File: src/rtl/sha256_core.sv
// Iterative SHA-256 compression engine: one round per clock, 64 rounds per block.
// Chaining value H persists across blocks until a soft or hard reset.
module sha256_core (
  input  logic         clk_i,
  input  logic         rst_ni,
  input  logic         enable_hash_i,
  input  logic         reset_hash_i,
  input  logic [511:0] block_i,
  output logic         idle_o,
  output logic         hold_o,
  output logic [255:0] digest_o,
  output logic         digest_valid_o
);

  localparam int BLOCK_W  = 512;
  localparam int DIGEST_W = 256;
  localparam int ROUNDS   = 64;

  localparam logic [255:0] IV = {
    32'h5be0cd19, 32'h1f83d9ab, 32'h9b05688c, 32'h510e527f,
    32'ha54ff53a, 32'h3c6ef372, 32'hbb67ae85, 32'h6a09e667
  };

  // K[t] sits at bits [32*t +: 32]; the list is written from K[63] down to K[0].
  localparam logic [2047:0] K_TABLE = {
    32'hc67178f2, 32'hbef9a3f7, 32'ha4506ceb, 32'h90befffa, 32'h8cc70208, 32'h84c87814, 32'h78a5636f, 32'h748f82ee,
    32'h682e6ff3, 32'h5b9cca4f, 32'h4ed8aa4a, 32'h391c0cb3, 32'h34b0bcb5, 32'h2748774c, 32'h1e376c08, 32'h19a4c116,
    32'h106aa070, 32'hf40e3585, 32'hd6990624, 32'hd192e819, 32'hc76c51a3, 32'hc24b8b70, 32'ha81a664b, 32'ha2bfe8a1,
    32'h92722c85, 32'h81c2c92e, 32'h766a0abb, 32'h650a7354, 32'h53380d13, 32'h4d2c6dfc, 32'h2e1b2138, 32'h27b70a85,
    32'h14292967, 32'h06ca6351, 32'hd5a79147, 32'hc6e00bf3, 32'hbf597fc7, 32'hb00327c8, 32'ha831c66d, 32'h983e5152,
    32'h76f988da, 32'h5cb0a9dc, 32'h4a7484aa, 32'h2de92c6f, 32'h240ca1cc, 32'h0fc19dc6, 32'hefbe4786, 32'he49b69c1,
    32'hc19bf174, 32'h9bdc06a7, 32'h80deb1fe, 32'h72be5d74, 32'h550c7dc3, 32'h243185be, 32'h12835b01, 32'hd807aa98,
    32'hab1c5ed5, 32'h923f82a4, 32'h59f111f1, 32'h3956c25b, 32'he9b5dba5, 32'hb5c0fbcf, 32'h71374491, 32'h428a2f98
  };

  typedef enum logic [1:0] {IDLE, COMPUTE, DONE} state_t;

  state_t      state, state_nxt;
  logic [5:0]  cnt;
  logic [31:0] hv    [8];
  logic [31:0] work  [8];
  logic [31:0] work_nxt [8];
  logic [31:0] w     [16];
  logic [31:0] w_new;
  logic [31:0] t1, t2;
  logic        last_round;

  function automatic logic [31:0] rotr(input logic [31:0] x, input int n);
    return (x >> n) | (x << (32 - n));
  endfunction

  function automatic logic [31:0] big_sigma0(input logic [31:0] x);
    return rotr(x, 2) ^ rotr(x, 13) ^ rotr(x, 22);
  endfunction

  function automatic logic [31:0] big_sigma1(input logic [31:0] x);
    return rotr(x, 6) ^ rotr(x, 11) ^ rotr(x, 25);
  endfunction

  function automatic logic [31:0] small_sigma0(input logic [31:0] x);
    return rotr(x, 7) ^ rotr(x, 18) ^ (x >> 3);
  endfunction

  function automatic logic [31:0] small_sigma1(input logic [31:0] x);
    return rotr(x, 17) ^ rotr(x, 19) ^ (x >> 10);
  endfunction

  assign last_round = (state == COMPUTE) && (cnt == 6'(ROUNDS - 1));

  always_ff @(posedge clk_i or negedge rst_ni) begin
    if (!rst_ni) state <= IDLE;
    else         state <= state_nxt;
  end

  always_comb begin
    state_nxt = state;
    if (reset_hash_i) begin
      state_nxt = IDLE;
    end else begin
      case (state)
        IDLE, DONE: if (enable_hash_i) state_nxt = COMPUTE;
        COMPUTE:    if (last_round)    state_nxt = DONE;
        default:    state_nxt = IDLE;
      endcase
    end
  end

  always_comb begin
    idle_o         = (state == IDLE);
    hold_o         = (state == DONE);
    digest_valid_o = (state == DONE);
  end

  // w[0] is W[t] for the current round; w[15] receives W[t+16] as the window shifts.
  always_comb begin
    t1 = work[7] + big_sigma1(work[4]) + ((work[4] & work[5]) ^ (~work[4] & work[6]))
         + K_TABLE[{cnt, 5'b0} +: 32] + w[0];
    t2 = big_sigma0(work[0]) + ((work[0] & work[1]) ^ (work[0] & work[2]) ^ (work[1] & work[2]));
    work_nxt[0] = t1 + t2;
    work_nxt[1] = work[0];
    work_nxt[2] = work[1];
    work_nxt[3] = work[2];
    work_nxt[4] = work[3] + t1;
    work_nxt[5] = work[4];
    work_nxt[6] = work[5];
    work_nxt[7] = work[6];
    w_new = small_sigma1(w[14]) + w[9] + small_sigma0(w[1]) + w[0];
  end

  always_ff @(posedge clk_i or negedge rst_ni) begin
    if (!rst_ni) begin
      cnt <= '0;
      for (int i = 0; i < DIGEST_W / 32; i++) begin
        hv[i]   <= IV[32*i +: 32];
        work[i] <= '0;
      end
      for (int i = 0; i < BLOCK_W / 32; i++) w[i] <= '0;
    end else if (reset_hash_i) begin
      cnt <= '0;
      for (int i = 0; i < DIGEST_W / 32; i++) hv[i] <= IV[32*i +: 32];
    end else if (state == COMPUTE) begin
      cnt <= cnt + 6'd1;
      for (int i = 0; i < DIGEST_W / 32; i++) begin
        work[i] <= work_nxt[i];
        if (last_round) hv[i] <= hv[i] + work_nxt[i];
      end
      for (int i = 0; i < BLOCK_W / 32 - 1; i++) w[i] <= w[i+1];
      w[15] <= w_new;
    end else if (enable_hash_i) begin
      cnt <= '0;
      for (int i = 0; i < DIGEST_W / 32; i++) work[i] <= hv[i];
      for (int i = 0; i < BLOCK_W / 32; i++) w[i] <= block_i[32*i +: 32];
    end
  end

  always_comb begin
    digest_o = '0;
    for (int i = 0; i < DIGEST_W / 32; i++) digest_o[32*i +: 32] = hv[i];
  end

endmodule
File: config.mk
export PLATFORM = sky130hd
export DESIGN_NAME = sha256_core
export DESIGN_NICKNAME = d
export VERILOG_FILES = /design/src/rtl/sha256_core.sv
export SDC_FILE = /design/constraint.sdc
export NUM_CORES = 2
export LEC_CHECK = 0
export BUFFER_PORTS_ARGS = -buffer_cell sky130_fd_sc_hd__clkbuf_2
export CAP_MARGIN = 20
export CORE_MARGIN = 2
export CORE_UTILIZATION = 56
export CTS_BUF_LIST = sky130_fd_sc_hd__clkbuf_4 sky130_fd_sc_hd__clkbuf_8
export CTS_CLUSTER_DIAMETER = 40
export DETAILED_ROUTE_END_ITERATION = 6
export PLACE_DENSITY = 0.81
export RECOVER_POWER = 50
export SLEW_MARGIN = 20
export SYNTH_ARGS = -nofsm -noshare
export SYNTH_HDL_FRONTEND = slang
export SYNTH_SLANG_ARGS = --single-unit
export TNS_END_PERCENT = 20
File: constraint.sdc
create_clock -name clk_i -period 7.8 [get_ports clk_i]
set_clock_uncertainty 0.05 [all_clocks]
set_input_delay 1.56 -clock clk_i [delete_from_list [all_inputs] [get_ports clk_i]]
set_output_delay 1.56 -clock clk_i [all_outputs]
set_load 0.005 [all_outputs]
==> Word-level counts from Yosys, hierarchy flattened <==
Index checks and enable logic that the tools add are counted.
{ "classes": {"n_eq_ne": 5, "addsub": 19, "shift": 1, "n_mul": 0, "n_lt_le_gt_ge": 0, "mux": 21, "bitwise": 28, "n_div": 0, "reduce_logical": 10} }
{ "ops": {"columns": ["cell", "count"], "rows": [
  ["$shiftx A2048 B12 Y32 const A", 1],
  ["$mux W256", 4],
  ["$mux W512", 2],
  ["$add A32 B32 Y32", 18],
  ["$xor A32 B32 Y32", 9],
  ["$mux W32", 8],
  ["$and A32 B32 Y32", 5],
  ["$not A32 Y32", 1],
  ["$or A10 B32 Y32", 1],
  ["$or A13 B32 Y32", 1],
  ["$or A14 B32 Y32", 1],
  ["$or A15 B32 Y32", 1],
  ["$or A19 B32 Y32", 1],
  ["$or A21 B32 Y32", 1],
  ["$or A25 B32 Y32", 1],
  ["$or A26 B32 Y32", 1],
  ["$or A30 B32 Y32", 1],
  ["$or A7 B32 Y32", 1],
  ["$xor A32 B22 Y32", 1],
  ["$xor A32 B29 Y32", 1],
  ["$mux W6", 3],
  ["$add A6 B1 Y6 const B", 1],
  ["$eq A6 B6 Y1 const B", 1],
  ["$mux W2", 3],
  ["other kinds (11)", 16]
]} }
{ "word_totals": {"regBits": 1032, "input_bits": 516, "n_memories": 0, "ramBits": 0, "romBits": 0, "elab_cells": 118, "latchBits": 0, "out_inout_bits": 259} }

==> Depth between registers and ports, before layout <==
{ "logic_depth": {"word_depth": 12, "ltp_mapped": 46, "depth_no_buf": 45} }

==> Worst setup path before layout <==
OpenSTA, ideal clock, no wires.
{ "synth_path": {"path_type": "register -> register", "startpoint": "register cnt[2]", "endpoint": "register hv (netlist bit digest_o[31])", "setup_time_ps": 136, "path_slack_ps": -810, "path_stages_with_launch": 42, "synth_period_minus_slack_ps": 8610, "arrival_time_ps": 8424, "n_path_buf": 3, "required_time_ps": 7614, "path_cell_list": "dfrtp_1 > inv_1 > buf_1 > clkbuf_1 > ha_1 > clkbuf_1 > mux2i_1 > o21bai_1 > o32ai_1 > fa_1 > inv_1 > ha_1 > inv_1 > fa_1 > nor2b_1 > o2111ai_2 > a31oi_2 > a21o_1 > [... 6 more ...] > fa_1 > inv_1 > ha_1 > nand3_1 > or2_2 > o21ai_0 > a21oi_1 > xnor2_1 > ha_1 > and4_1 > nand2_1 > o211a_1 > o21ai_1 > a41oi_1 > o211ai_1 > xnor2_1 > a21o_1 > a21oi_1"} }
{ "synth_between": {"elab_chain_cells": 8, "elab_cells_between_ends": 12, "cone_classes": "add/sub: 4; eq/ne: 1; shift: 1; mux: 3; reduce/logical: 3"} }
{ "synth_lines": {"columns": ["item", "line", "text"], "rows": [
  ["start: declaration", "39", "logic [5:0] cnt;"],
  ["start signal: assignment", "122", "cnt <= cnt + 6'd1;"],
  ["$shiftx A2048 B12 Y32", "97", "+ K_TABLE[{cnt, 5'b0} +: 32] + w[0];"],
  ["$add A32 B32 Y32 (2 in a row)", "97", null],
  ["$add A32 B32 Y32", "99", "work_nxt[0] = t1 + t2;"],
  ["$add A32 B32 Y32", "125", "if (last_round) hv[i] <= hv[i] + work_nxt[i];"],
  ["$mux W32", "125", null],
  ["$mux W256", "121", "end else if (state == COMPUTE) begin"],
  ["$mux W256", "118", "end else if (reset_hash_i) begin"],
  ["end signal: indexed assignment", "114", "hv[i] <= IV[32*i +: 32];"],
  ["end signal: indexed assignment", "125", null],
  ["end: declaration", "40", "logic [31:0] hv [8];"]
]} }
Several ways; a longest one is shown, not always the timed one. The select of a mux whose other input is x is not followed.
A chain may end at the register's enable or synchronous reset.

==> Worst setup path after layout <==
{ "layout_path": {"startpoint": "register cnt[0]", "endpoint": "register hv (netlist bit digest_o[29])"} }
The elaborated chain is that of the path after synthesis.

==> impl_metrics.toml <==
[setup_path]
reg2reg_depth = 41
critPathSlowestCell = "mux4_2"
cp-start-kind = "flip-flop"
critPathRequiredTime_ns = 8.56
cp-end-kind = "flip-flop"
cp-startpoint = "cnt[0]$_DFFE_PN0P_"
reg2reg_slack_ns = -0.37
crit_top_cell = "buf_4"
timing.rr.start = "cnt[0]$_DFFE_PN0P_"
critPathKind = "flip-flop to flip-flop"
crit_path_max_incr_delay_ns = 0.56
path_max_fanout = 7
cp.arrival_ns = 8.93
r2r_end = "digest_o[29]$_DFFE_PN1P_"

[placement]
place.gp.congestion = 1.07
hpwl_mm = 231
place_ws_ns = -0.766
io_buffer_count = 774
dp.cells = 11434

[sta]
rsz0062_at_grt = "true"
setup_viol = 14
worstMarginPinSlew_ns = 5.98
max_freq_mhz = 122
drv_slew = 1302
fin_crit_ns = 8.17
hold_viol = 0
period_share = 1.05
layout_setup_ws_ns = -0.368
slew_headroom = -2.99

[floorplanning]
core_area_mm2 = 0.127
io_pins = 775
die-area_mm2 = 0.131
num_rows = 131
start_util = 0.563
dieHeight_um = 362
die_w_um = 362

[run_status]
violations = "max-capacitance violations, max-slew violations, negative setup slack"
status = "complete, but fails checks"

[clock_network]
clk-insertion-delay-late_ns = 0.94
clk_pin_slew_ns = 0.06
cts_tree = "done"
cts-root-buf = "clkbuf_8"
numCtsBuffers = 191
clockBufferDepth = 3
clock-sinks = 1032
cts_hold_buf = 0
h-tree-depth = 4

[global_route]
grt_pass1_vias = 68465
antenna_found_initial = 32
grt_start_max_net_pins = 242
grt_pass1_wl_mm = 442
grt.met2_usage = 0.645
grt_util_all_layers = 0.453
grt-busiest-layer = "met2"
use_met3 = 0.128
grt-ovfl-total = 0
use_met1 = 0.622

[synthesis]
ys_ff_latch = 1032
netlist_top_cells_area = "dfrtp_1, nand2_1, ha_1"
synth_nets = 9851
synth_common_cells = "nand2_1, nor2_1, dfrtp_1"
synth_area_mm2 = 0.0716
synth_edf_count = 0
synth.most_common_cell = "nand2_1"
yosysUniqueCellTypes = 99
synth_largest_area_cell = "dfrtp_1"
synth.top_cell.area_share = 0.313
synthFlopType = "dfrtp_1"
netlist_instances = 8739
avgSynthCellArea_um2 = 8.20
synthArstFlopShare = 1.00
ys_warn_count = 0
seq_area_frac_synth = 0.363

[cells_and_area]
nets = 11130
n_fill_cell = 10215
seq_area_mm2 = 0.0260
multi_input_area_mm2 = 0.0436
syn_to_final_growth_pct = 23.9
fin_cells = 11872
drive_gt1_frac = 0.246

[drt]
ant_nets = 0
wl_mm = 306
drc = 0
detail_route.first_pass.iterations = 6
avgRoutedWirePerCell_um = 25.8
vias = 73444
vias_per_cell = 6.19
first_iter_violations = 9729

[hold_path]
hp-class = "flip-flop to flip-flop"
min_from = "w[2]$_DFFE_PN0P_"
min_to = "w[2]$_DFFE_PN0P_"
hold_path_depth = 2

[flow_run]
max-cap-violations = 21
-- sequential cells by signal, summed over array words and instances, names as in the netlist --
| register | cells |
|---|---|
| w | 512 |
| work | 256 |
| state | 2 |
| cnt | 6 |
| digest_o | 256 |
-- repair_timing --
| action | 4_1_cts | 5_1_grt |
|---|---|---|
| pin swaps | 80 | 146 |
| gates resized for setup | 119 | 255 |
| endpoints found under the setup margin | 26 | 34 |
| buffers inserted | 22 | 34 |
-- layer usage --
metal  vias to the layer above  routed length, µm  part of all wire
met3                       978              36500              0.12
li1                      32384                  -                 -
met1                     35467             121000              0.40
met5                         -                 55           0.00018
met4                         8              20000             0.065
met2                      4607             128000              0.42
-- worst max-delay path: cells and delay by family, from the launching register on --
family | cells | cell delay [ns]
AOI/OAI and AO/OA | 12 | 1.96
DFF | 1 | 0.40
adders and majority gates | 7 | 2.33
buffers and inverters | 11 | 1.31
xor gates and xnor gates | 3 | 0.80
muxes | 1 | 0.56
and+or+nand+nor | 7 | 0.63
-- layout by cell type (no fill, tap or decap), types with 52 or more instances in the layout --
cell type	n
nand2b_1	76
clkbuf_4	52
clkbuf_8	243
inv_1	456
dfrtp_1	889
dfstp_2	136
nor2_1	1053
a21oi_1	461
o22ai_1	62
fa_1	194
ha_1	362
o21ai_0	307
a21o_1	193
o21a_1	55
a31oi_1	725
xnor2_1	294
a21oi_2	53
buf_4	820
xor2_1	242
nand2_1	1687
clkbuf_2	778
-- kinds of logic (layout without fill, tap and decap cells) --
kind of cell / after synthesis / count (layout) / synth area share
flops: 1032 / 1032 / 0.363
other cells: 0 / 32 / 0
xor+xnor: 581 / 581 / 0.0713
fa+ha+maj: 600 / 600 / 0.125
mux: 63 / 63 / 0.0101
simple gates: 3143 / 3143 / 0.176
buf+inv: 1043 / 2482 / 0.0548
compound gates: 2277 / 2277 / 0.199
-- layout make-up --
class / instances / area share
multi-input cells: 6664 / 0.491
flip-flops and latches: 1032 / 0.293
repair buffers: 1663 / 0.122
clock buffers: 293 / 0.0419
well taps: 1662 / 0.0234
inverters: 466 / 0.0198
clock inverters: 60 / 0.00789
diodes: 32 / 0.000902
-- how the worst max path moves through the flow --
stage | slack (ns) | to
3_3_place_gp | -0.64 | digest_o[30]$_DFFE_PN1P_
3_5_place_dp | -0.77 | digest_o[30]$_DFFE_PN1P_
4_1_cts | -0.29 | digest_o[31]$_DFFE_PN0P_
2_1_floorplan | 0.01 | digest_o[31]$_DFFE_PN0P_
5_1_grt | -0.72 | digest_o[31]$_DFFE_PN0P_
6_report | -0.37 | digest_o[29]$_DFFE_PN1P_
-- stage by stage --
| step | area [µm²] | util | setup TNS, ns | hold WS, ns |
|---|---|---|---|---|
| CTS | 87300 | 0.686 | -2.39 | 0.438 |
| detailed placement | 82100 | 0.646 | -10.51 | 0.423 |
| global placement | 82100 | 0.646 | -7.34 | 0.412 |
| finish | 88800 | 0.698 | -2.04 | 0.436 |
| global route | 88700 | 0.698 | -117.28 | 0.466 |
| floorplan | 71800 | - | 0 | 0.400 |
Power is left out: the tool's default activity adds up to more than one toggle a clock period on the data nets, which glitch-free logic cannot reach.
